--- src/rtl/pattern_test_sequencer.sv ---
// Pattern-finder test sequencer: advances a vector ROM reader, waits for the finder
// pipeline to settle on each vector, then compares its results against expectations.
module pattern_test_sequencer #(
    parameter int MXADRB  = 10,
    parameter int LATENCY = 4,
    parameter int ERRB    = 16
) (
    input  logic              clock,
    input  logic              reset,
    input  logic              start,
    input  logic              abort,
    input  logic [4:0]        cmp_en,
    input  logic [MXADRB-1:0] rom_adr,
    input  logic              rom_done,
    input  logic [7:0]        key_hs_expect_1st,
    input  logic [7:0]        key_hs_expect_2nd,
    input  logic [3:0]        pat_expect_1st,
    input  logic [3:0]        pat_expect_2nd,
    input  logic [1:0]        state_expect,
    input  logic [7:0]        key_hs_1st,
    input  logic [7:0]        key_hs_2nd,
    input  logic [3:0]        pat_1st,
    input  logic [3:0]        pat_2nd,
    input  logic [1:0]        state_act,
    output logic              increment,
    output logic              busy,
    output logic              run_done,
    output logic              pass,
    output logic              err_pulse,
    output logic [ERRB-1:0]   err_cnt,
    output logic [MXADRB:0]   vec_cnt,
    output logic [MXADRB-1:0] first_err_adr,
    output logic [4:0]        err_flags
);

    typedef enum logic [1:0] {
        S_IDLE   = 2'd0,
        S_SETTLE = 2'd1,
        S_CHECK  = 2'd2,
        S_DONE   = 2'd3
    } state_t;

    localparam int                VW        = MXADRB + 1;
    localparam logic [3:0]        WAIT_LOAD = 4'(LATENCY - 1);
    localparam logic [MXADRB-1:0] LAST_ADR  = {MXADRB{1'b1}};
    localparam logic [MXADRB:0]   FULL_VECS = {1'b1, {MXADRB{1'b0}}};
    localparam logic [MXADRB:0]   VEC_ONE   = VW'(1);
    localparam logic [ERRB-1:0]   ERR_MAX   = {ERRB{1'b1}};
    localparam logic [ERRB-1:0]   ERR_ZERO  = {ERRB{1'b0}};
    localparam logic [ERRB-1:0]   ERR_ONE   = ERRB'(1);

    state_t            state_q, state_d;
    logic [3:0]        wait_q, wait_d;
    logic              last_q, last_d;
    logic              increment_q, increment_d;
    logic              busy_q, busy_d;
    logic              run_done_q, run_done_d;
    logic              pass_q, pass_d;
    logic              err_pulse_q, err_pulse_d;
    logic [ERRB-1:0]   err_cnt_q, err_cnt_d;
    logic [MXADRB:0]   vec_cnt_q, vec_cnt_d;
    logic [MXADRB-1:0] first_err_adr_q, first_err_adr_d;
    logic [4:0]        err_flags_q, err_flags_d;

    logic [4:0]        field_miss_s;
    logic              mismatch_s;
    logic              run_start_s;
    logic              check_entry_s;

    // State and registered outputs; reset wins over every other input.
    always_ff @(posedge clock) begin
        if (reset) begin
            state_q         <= S_IDLE;
            wait_q          <= 4'd0;
            last_q          <= 1'b0;
            increment_q     <= 1'b0;
            busy_q          <= 1'b0;
            run_done_q      <= 1'b0;
            pass_q          <= 1'b0;
            err_pulse_q     <= 1'b0;
            err_cnt_q       <= ERR_ZERO;
            vec_cnt_q       <= {VW{1'b0}};
            first_err_adr_q <= {MXADRB{1'b0}};
            err_flags_q     <= 5'd0;
        end else begin
            state_q         <= state_d;
            wait_q          <= wait_d;
            last_q          <= last_d;
            increment_q     <= increment_d;
            busy_q          <= busy_d;
            run_done_q      <= run_done_d;
            pass_q          <= pass_d;
            err_pulse_q     <= err_pulse_d;
            err_cnt_q       <= err_cnt_d;
            vec_cnt_q       <= vec_cnt_d;
            first_err_adr_q <= first_err_adr_d;
            err_flags_q     <= err_flags_d;
        end
    end

    // Next-state: abort outranks an unexpected rom_done, which outranks the settle timer.
    always_comb begin
        state_d = state_q;
        case (state_q)
            S_IDLE: begin
                if (start && !abort) begin
                    state_d = rom_done ? S_DONE : S_SETTLE;
                end else begin
                    state_d = S_IDLE;
                end
            end
            S_SETTLE: begin
                if (abort) begin
                    state_d = S_IDLE;
                end else if (rom_done) begin
                    state_d = S_DONE;
                end else if (wait_q == 4'd0) begin
                    state_d = S_CHECK;
                end else begin
                    state_d = S_SETTLE;
                end
            end
            S_CHECK: begin
                if (abort) begin
                    state_d = S_IDLE;
                end else if (last_q) begin
                    state_d = S_DONE;
                end else begin
                    state_d = S_SETTLE;
                end
            end
            S_DONE: begin
                state_d = S_DONE;
            end
            default: begin
                state_d = S_IDLE;
            end
        endcase
    end

    assign field_miss_s = cmp_en & {state_act  != state_expect,
                                    pat_2nd    != pat_expect_2nd,
                                    key_hs_2nd != key_hs_expect_2nd,
                                    pat_1st    != pat_expect_1st,
                                    key_hs_1st != key_hs_expect_1st};
    assign mismatch_s    = |field_miss_s;
    assign run_start_s   = (state_q == S_IDLE) && (state_d != S_IDLE);
    assign check_entry_s = (state_q == S_SETTLE) && (state_d == S_CHECK);

    // Datapath and output flops: the compare is captured on the edge that enters CHECK,
    // so err_pulse and increment are both visible during the CHECK clock.
    always_comb begin
        wait_d          = wait_q;
        last_d          = last_q;
        err_cnt_d       = err_cnt_q;
        vec_cnt_d       = vec_cnt_q;
        first_err_adr_d = first_err_adr_q;
        err_flags_d     = err_flags_q;
        if (run_start_s) begin
            wait_d          = WAIT_LOAD;
            last_d          = 1'b0;
            err_cnt_d       = ERR_ZERO;
            vec_cnt_d       = {VW{1'b0}};
            first_err_adr_d = {MXADRB{1'b0}};
            err_flags_d     = 5'd0;
        end else if (check_entry_s) begin
            last_d    = (rom_adr == LAST_ADR);
            vec_cnt_d = vec_cnt_q + VEC_ONE;
            if (mismatch_s) begin
                if (err_cnt_q == ERR_ZERO) begin
                    first_err_adr_d = rom_adr;
                end else begin
                    first_err_adr_d = first_err_adr_q;
                end
                if (err_cnt_q != ERR_MAX) begin
                    err_cnt_d = err_cnt_q + ERR_ONE;
                end else begin
                    err_cnt_d = err_cnt_q;
                end
                err_flags_d = err_flags_q | field_miss_s;
            end else begin
                err_cnt_d = err_cnt_q;
            end
        end else if (state_q == S_SETTLE) begin
            wait_d = wait_q - 4'd1;
        end else if (state_q == S_CHECK) begin
            wait_d = WAIT_LOAD;
        end else begin
            wait_d = wait_q;
        end

        increment_d = check_entry_s;
        err_pulse_d = check_entry_s && mismatch_s;
        busy_d      = (state_d == S_SETTLE) || (state_d == S_CHECK);
        run_done_d  = (state_d == S_DONE);
        pass_d      = run_done_d && (err_cnt_d == ERR_ZERO) && (vec_cnt_d == FULL_VECS);
    end

    // An abort arriving during CHECK withholds the advance pulse in that same clock.
    assign increment     = increment_q & ~abort;
    assign busy          = busy_q;
    assign run_done      = run_done_q;
    assign pass          = pass_q;
    assign err_pulse     = err_pulse_q;
    assign err_cnt       = err_cnt_q;
    assign vec_cnt       = vec_cnt_q;
    assign first_err_adr = first_err_adr_q;
    assign err_flags     = err_flags_q;

endmodule

--- config.mk ---
export PLATFORM = sky130hd
export DESIGN_NAME = pattern_test_sequencer
export DESIGN_NICKNAME = d
export VERILOG_FILES = /design/src/rtl/pattern_test_sequencer.sv
export SDC_FILE = /design/constraint.sdc
export NUM_CORES = 1
export LEC_CHECK = 0
export BUFFER_PORTS_ARGS = -buffer_cell sky130_fd_sc_hd__buf_2
export CORE_AREA = 5 5 90 92
export CTS_CLUSTER_SIZE = 40
export DETAILED_ROUTE_END_ITERATION = 6
export DIE_AREA = 0 0 95 97
export PLACE_DENSITY = 0.77
export SLEW_MARGIN = 20
export SYNTH_ARGS = -nofsm -noshare
export SYNTH_HDL_FRONTEND = slang
export SYNTH_SLANG_ARGS = --single-unit
--- constraint.sdc ---
create_clock -name clock -period 3.2 [get_ports clock]
set_input_delay 0.32 -clock clock [delete_from_list [all_inputs] [get_ports clock]]
set_output_delay 0.32 -clock clock [all_outputs]
set_load 0.03 [all_outputs]
# After elaboration in Yosys (flattened, before gate mapping)
# Cells that the tools add are included.
# word_totals
elab_cells	75
output_inout_bits	47
regBits	54
in_bits	72
# op_classes
n_bitwise	5
n_reduce_logical	21
mux	18
add_sub_neg	3
eq_ne	15
# ops
operator	n
$mux W16	4
$logic_not A16 Y1	2
$mux W11	2
$mux W2	9
$add A16 B1 Y16 const B	1
$ne A16 B16 Y1 const B	1
$ne A8 B8 Y1	2
$add A11 B1 Y11 const B	1
$eq A11 B11 Y1 const B	1
$eq A10 B10 Y1 const B	1
$eq A2 B2 Y1 const B	4
$mux W4	2
$ne A4 B4 Y1	2
$pmux W2 S4	1
$logic_and A1 B1 Y1	6
$reduce_and A2 Y1	3
$and A5 B5 Y5	1
$or A5 B5 Y5	1
$reduce_or A5 Y1	1
$eq A2 B1 Y1 const B	2
$logic_not A4 Y1	1
$reduce_bool A2 Y1	2
$sub A4 B1 Y4 const B	1
$reduce_and A3 Y1	1
9 further kinds	10

# Logic depth before layout (Yosys ltp)
# depth
ltp_word	12
depth_mapped	17

# Worst setup path after synthesis
# No wires, ideal clock.
# synth_timing
path_kind	register to register
from	register state_q[0]
to	register pass_q (netlist: pass)
required_ns	3.140
setup_slack_ns	-0.140
stages_incl_launch_ff	15
setup_ns	0.060
arrival_time_ns	3.279
path_cell_list	dfxtp_1 clkbuf_1 nand3_1 o22a_1 o21ai_0 ha_1 and3b_1 buf_2 nand4_2 nor2_1 mux2_1 nor4_1 o211ai_1 a221oi_1 o2111a_1
# synth_between
elab_chain_len	9
# synth_rtl
item	line_no	rtl
from (decl)	52	state_t state_q, state_d;
from (signal assigned)	86	state_q <= state_d;
$eq A2 B2 Y1, or another cell as far along	104	case (state_q)
$pmux W2 S4	104	
$eq A2 B2 Y1	148	assign check_entry_s = (state_q == S_SETTLE) && (state_d == S_CHECK);
$logic_and A1 B1 Y1	148	
$mux W16	166	end else if (check_entry_s) begin
$mux W16	159	if (run_start_s) begin
$logic_not A16 Y1	196	pass_d = run_done_d && (err_cnt_d == ERR_ZERO) && (vec_cnt_d == FULL_VECS);
$logic_and A1 B1 Y1	196	
$logic_and A1 B1 Y1 *	196	
to (signal assigned)	92	pass_q <= pass_d;
to (decl)	58	logic pass_q, pass_d;
# Every way passes the cells marked *; elsewhere a longest branch is shown, timed or not.
# A chain may end at the register's enable or synchronous reset.

# Final worst setup path
# layout_timing
from	register wait_q[0]
to	register pass_q (netlist: pass)
# layout_between
elab_chain_len	12
# layout_rtl
item	line_no	rtl
from (decl)	53	logic [3:0] wait_q, wait_d;
from (signal assigned)	87	wait_q <= wait_d;
$logic_not A4 Y1 *	117	end else if (wait_q == 4'd0) begin
$mux W2 *	117	
$mux W2 *	115	end else if (rom_done) begin
$mux W2 *	113	if (abort) begin
$pmux W2 S4 *	104	
$eq A2 B2 Y1	148	
$logic_and A1 B1 Y1	148	
$mux W16	166	
$mux W16	159	
$logic_not A16 Y1	196	
$logic_and A1 B1 Y1	196	
$logic_and A1 B1 Y1 *	196	
# Marked as above.

==> results.toml <==
[global_routing]
track_usage_pct = 18.05
grt_overflow_total = 0
antenna_found_initial = 0
grt_first_pass_wirelength_um = 13540
grt_max_degree = 25
grt_pass1_vias = 3081

[drt]
wl_um = 8313
drt_first_pass_iters = 4
postRouteAntennaNets = 0
drtIter0Drc = 100
drc = 0
vias = 3041
wl_per_cell_um = 14.19
viasPerCell = 5.189

[yosys]
ys_seq_area_share_pct = 35.47
syn_nets = 445
ys_ff_latch = 54
synth_area_leader_cell = "dfxtp_1"
ys_types = 53
syn_area_mm2 = 0.003048
async_reset_ff_share_pct = 0
synth.top_cell.area_share_pct = 35.47
ys_warn_count = 0
yosys-top-cells-area = "dfxtp_1 35%, xnor2_1 9.2%, nor2_1 7.8%"
ys.flop_type = "dfxtp_1"
syn_area_per_cell_um2 = 8.350
synth_edf_count = 0
postSynthCellCount = 365

[die]
die_w_um = 95
die_h_um = 97
start_util_pct = 42.71
ios = 119
fp.dieArea_mm2 = 0.009215
rows = 31
fp.coreArea_mm2 = 0.007137

[timing]
slew_violations = 0
fin_worst_skew_ns = 0.005278
slew_headroom_pct = 64.84
rsz0062_at_grt = "no"
fin_tns_setup_ns = 0
post-route-period-util_pct = 93.00
fmax_mhz = 336.0
finalHoldViolCount = 0
hold_slack_ns = 0.2583
worstMarginPinSlew_ns = 0.5234
setup_violations = 0
period_needed_ns = 2.976
finalWorstSetupSlack_ns = 0.2239

[pwr]
power.density_mw_per_mm2 = 342.1
power_leakage_nw = 1.739
peakVddDrop_v = 0.0001683

[layout]
final_nets = 566
layout-drive-gt1-share_pct = 31.21
final.fill_count = 694
multi_input_area_mm2 = 0.001868
syn_to_final_growth_pct = 29.02
antennaDiodeCount = 0
seq_area_mm2 = 0.001082

[hold_path]
min_path_cells = 3
hold_path.class = "in -> reg"

[critical_path]
crit_type = "reg -> reg"
r2r.worst_path.cells = 14
required_ns = 3.46
crit_arrival_ns = 3.24
startpoint_type = "flip-flop"
crit_fanout = 7
worstSetupEndpointType = "flip-flop"

[placed_design]
dpl_worst_slack_ns = 0.1016
place_hpwl_um = 6723
portBuffers = 118
routabilityCongestion = 0.8954

[clocking]
path_clk_slew_ns = 0.10
clk_path_buf_depth = 2
cts_tree = "yes"
clock_latency_ns = 0.31
clock-sinks = 54
numCtsBuffers = 5
cts_root_buf = "clkbuf_8"
cts_max_level = 2

[flow_run]
timing.max_cap.violations = 0

[outcome]
status = "complete, no violations"
-- cells in the final DEF, fill, tap and decap left out, drive strengths merged, types with 4 or more instances in the layout --
cell / Yosys / final
a21oi: 15 / 15
a31oi: 4 / 4
and2: 8 / 8
and3: 7 / 7
and4: 6 / 6
buf: 6 / 131
clkbuf: 11 / 5
dfxtp: 54 / 54
ha: 8 / 8
inv: 15 / 15
mux2i: 13 / 13
nand2: 15 / 15
nand3: 9 / 9
nand4: 16 / 16
nor2: 63 / 63
nor2b: 6 / 6
nor3: 11 / 11
nor4: 7 / 7
o21ai: 8 / 8
xnor2: 32 / 32
xor2: 19 / 19
-- registers in the layout, indices dropped and copies added (netlist names) --
signal and count:
busy 1, err_cnt 16, err_flags 5, err_pulse 1, first_err_adr 10, increment_q 1
last_q 1, pass 1, run_done 1, state_q 2, vec_cnt 11, wait_q 4
-- timing repair --
| item | CTS | global route |
|---|---|---|
| setup buffers | 0 | 1 |
| endpoints found under the hold margin | 0 | 0 |
| setup endpoints to repair | 0 | 12 |
| hold buffers | 0 | 0 |
| resized for setup | 0 | 7 |
-- path summary, 6_finish.rpt --
kind | endpoint | slack (ns) | start
worst min register to register | err_flags[3] | 0.48 | err_flags[3]
worst max-delay path | pass | 0.22 | wait_q[0]
worst max register to register | pass | 0.22 | wait_q[0]
worst min-delay path | first_err_adr[1] | 0.26 | rom_adr[1]
-- logic make-up after synthesis --
family / Yosys count / synth area share (%)
XOR/XNOR: 51 / 14.66
multiplexers: 15 / 5.008
adder cells (fa/ha/maj): 8 / 3.284
buffers and inverters: 32 / 4.269
AO/OA/AOI/OAI: 45 / 10.10
AND/OR/NAND/NOR: 160 / 27.22
flip-flops: 54 / 35.47
-- Yosys cell counts, types with 6 or more instances --
cell type and count:
mux2i_1 13, xnor2_1 32, xor2_1 19, and2_1 7, and4_1 6, ha_1 8
nand3_1 8, and3_1 7, dfxtp_1 54, nand2_1 15, inv_1 15, nor2_1 63
nor4_1 7, nor2b_1 6, nand4_1 15, o21ai_0 6, a21oi_1 15, clkbuf_1 11
nor3_1 10
-- critical path, cell delays in order (launching register included) --
cell	delay, ns
dfxtp_1	0.36
inv_1	0.09
ha_1	0.14
nand3_1	0.09
o22a_1	0.17
o21ai_1	0.19
ha_2	0.27
and3b_1	0.21
nand4_2	0.13
nor2_2	0.17
mux2_1	0.34
nor4_1	0.18
o211ai_1	0.16
a221oi_2	0.24
o2111a_1	0.20
-- where the power goes --
part / switching [mW] / leakage (nW) / total, mW / internal, mW
sequential: 0.00789 / 0.436 / 0.689 / 0.681
combinational: 0.105 / 1.25 / 0.196 / 0.0911
clock: 0.227 / 0.0504 / 0.460 / 0.233
-- through the flow --
| step | std cells | utilization [%] | power (mW) | cell area (um^2) |
|---|---|---|---|---|
| after floorplan | 365 | - | 0.8124 | 3050 |
| after global placement | 577 | 52.98 | 0.8914 | 3781 |
| after detailed placement | 577 | 52.98 | 0.8992 | 3781 |
| after CTS | 585 | 54.58 | 1.360 | 3895 |
| after global routing | 586 | 55.10 | 1.406 | 3933 |
| final | 586 | 55.10 | 1.345 | 3933 |
-- per-layer routing --
layer  global-route usage (%)  part of all wire, %  vias up  wire length, um
met2                    32.59                   52      102             4343
li1                         -                    -     1505                -
met5                        0                    0        -                0
met4                    5.105                 0.94        0               78
met3                    5.353                  7.5        8              622
met1                    20.09                   39     1426             3268
-- layout make-up --
| cell class | instances | area share (%) |
|---|---|---|
| multi-input combinational | 279 | 47.50 |
| timing repair buffer | 131 | 17.50 |
| clock inverter | 3 | 1.145 |
| sequential | 54 | 27.52 |
| clock buffer | 5 | 1.750 |
| inverter | 15 | 1.432 |
| tap | 99 | 3.150 |
(Power assumes the default switching activity.)
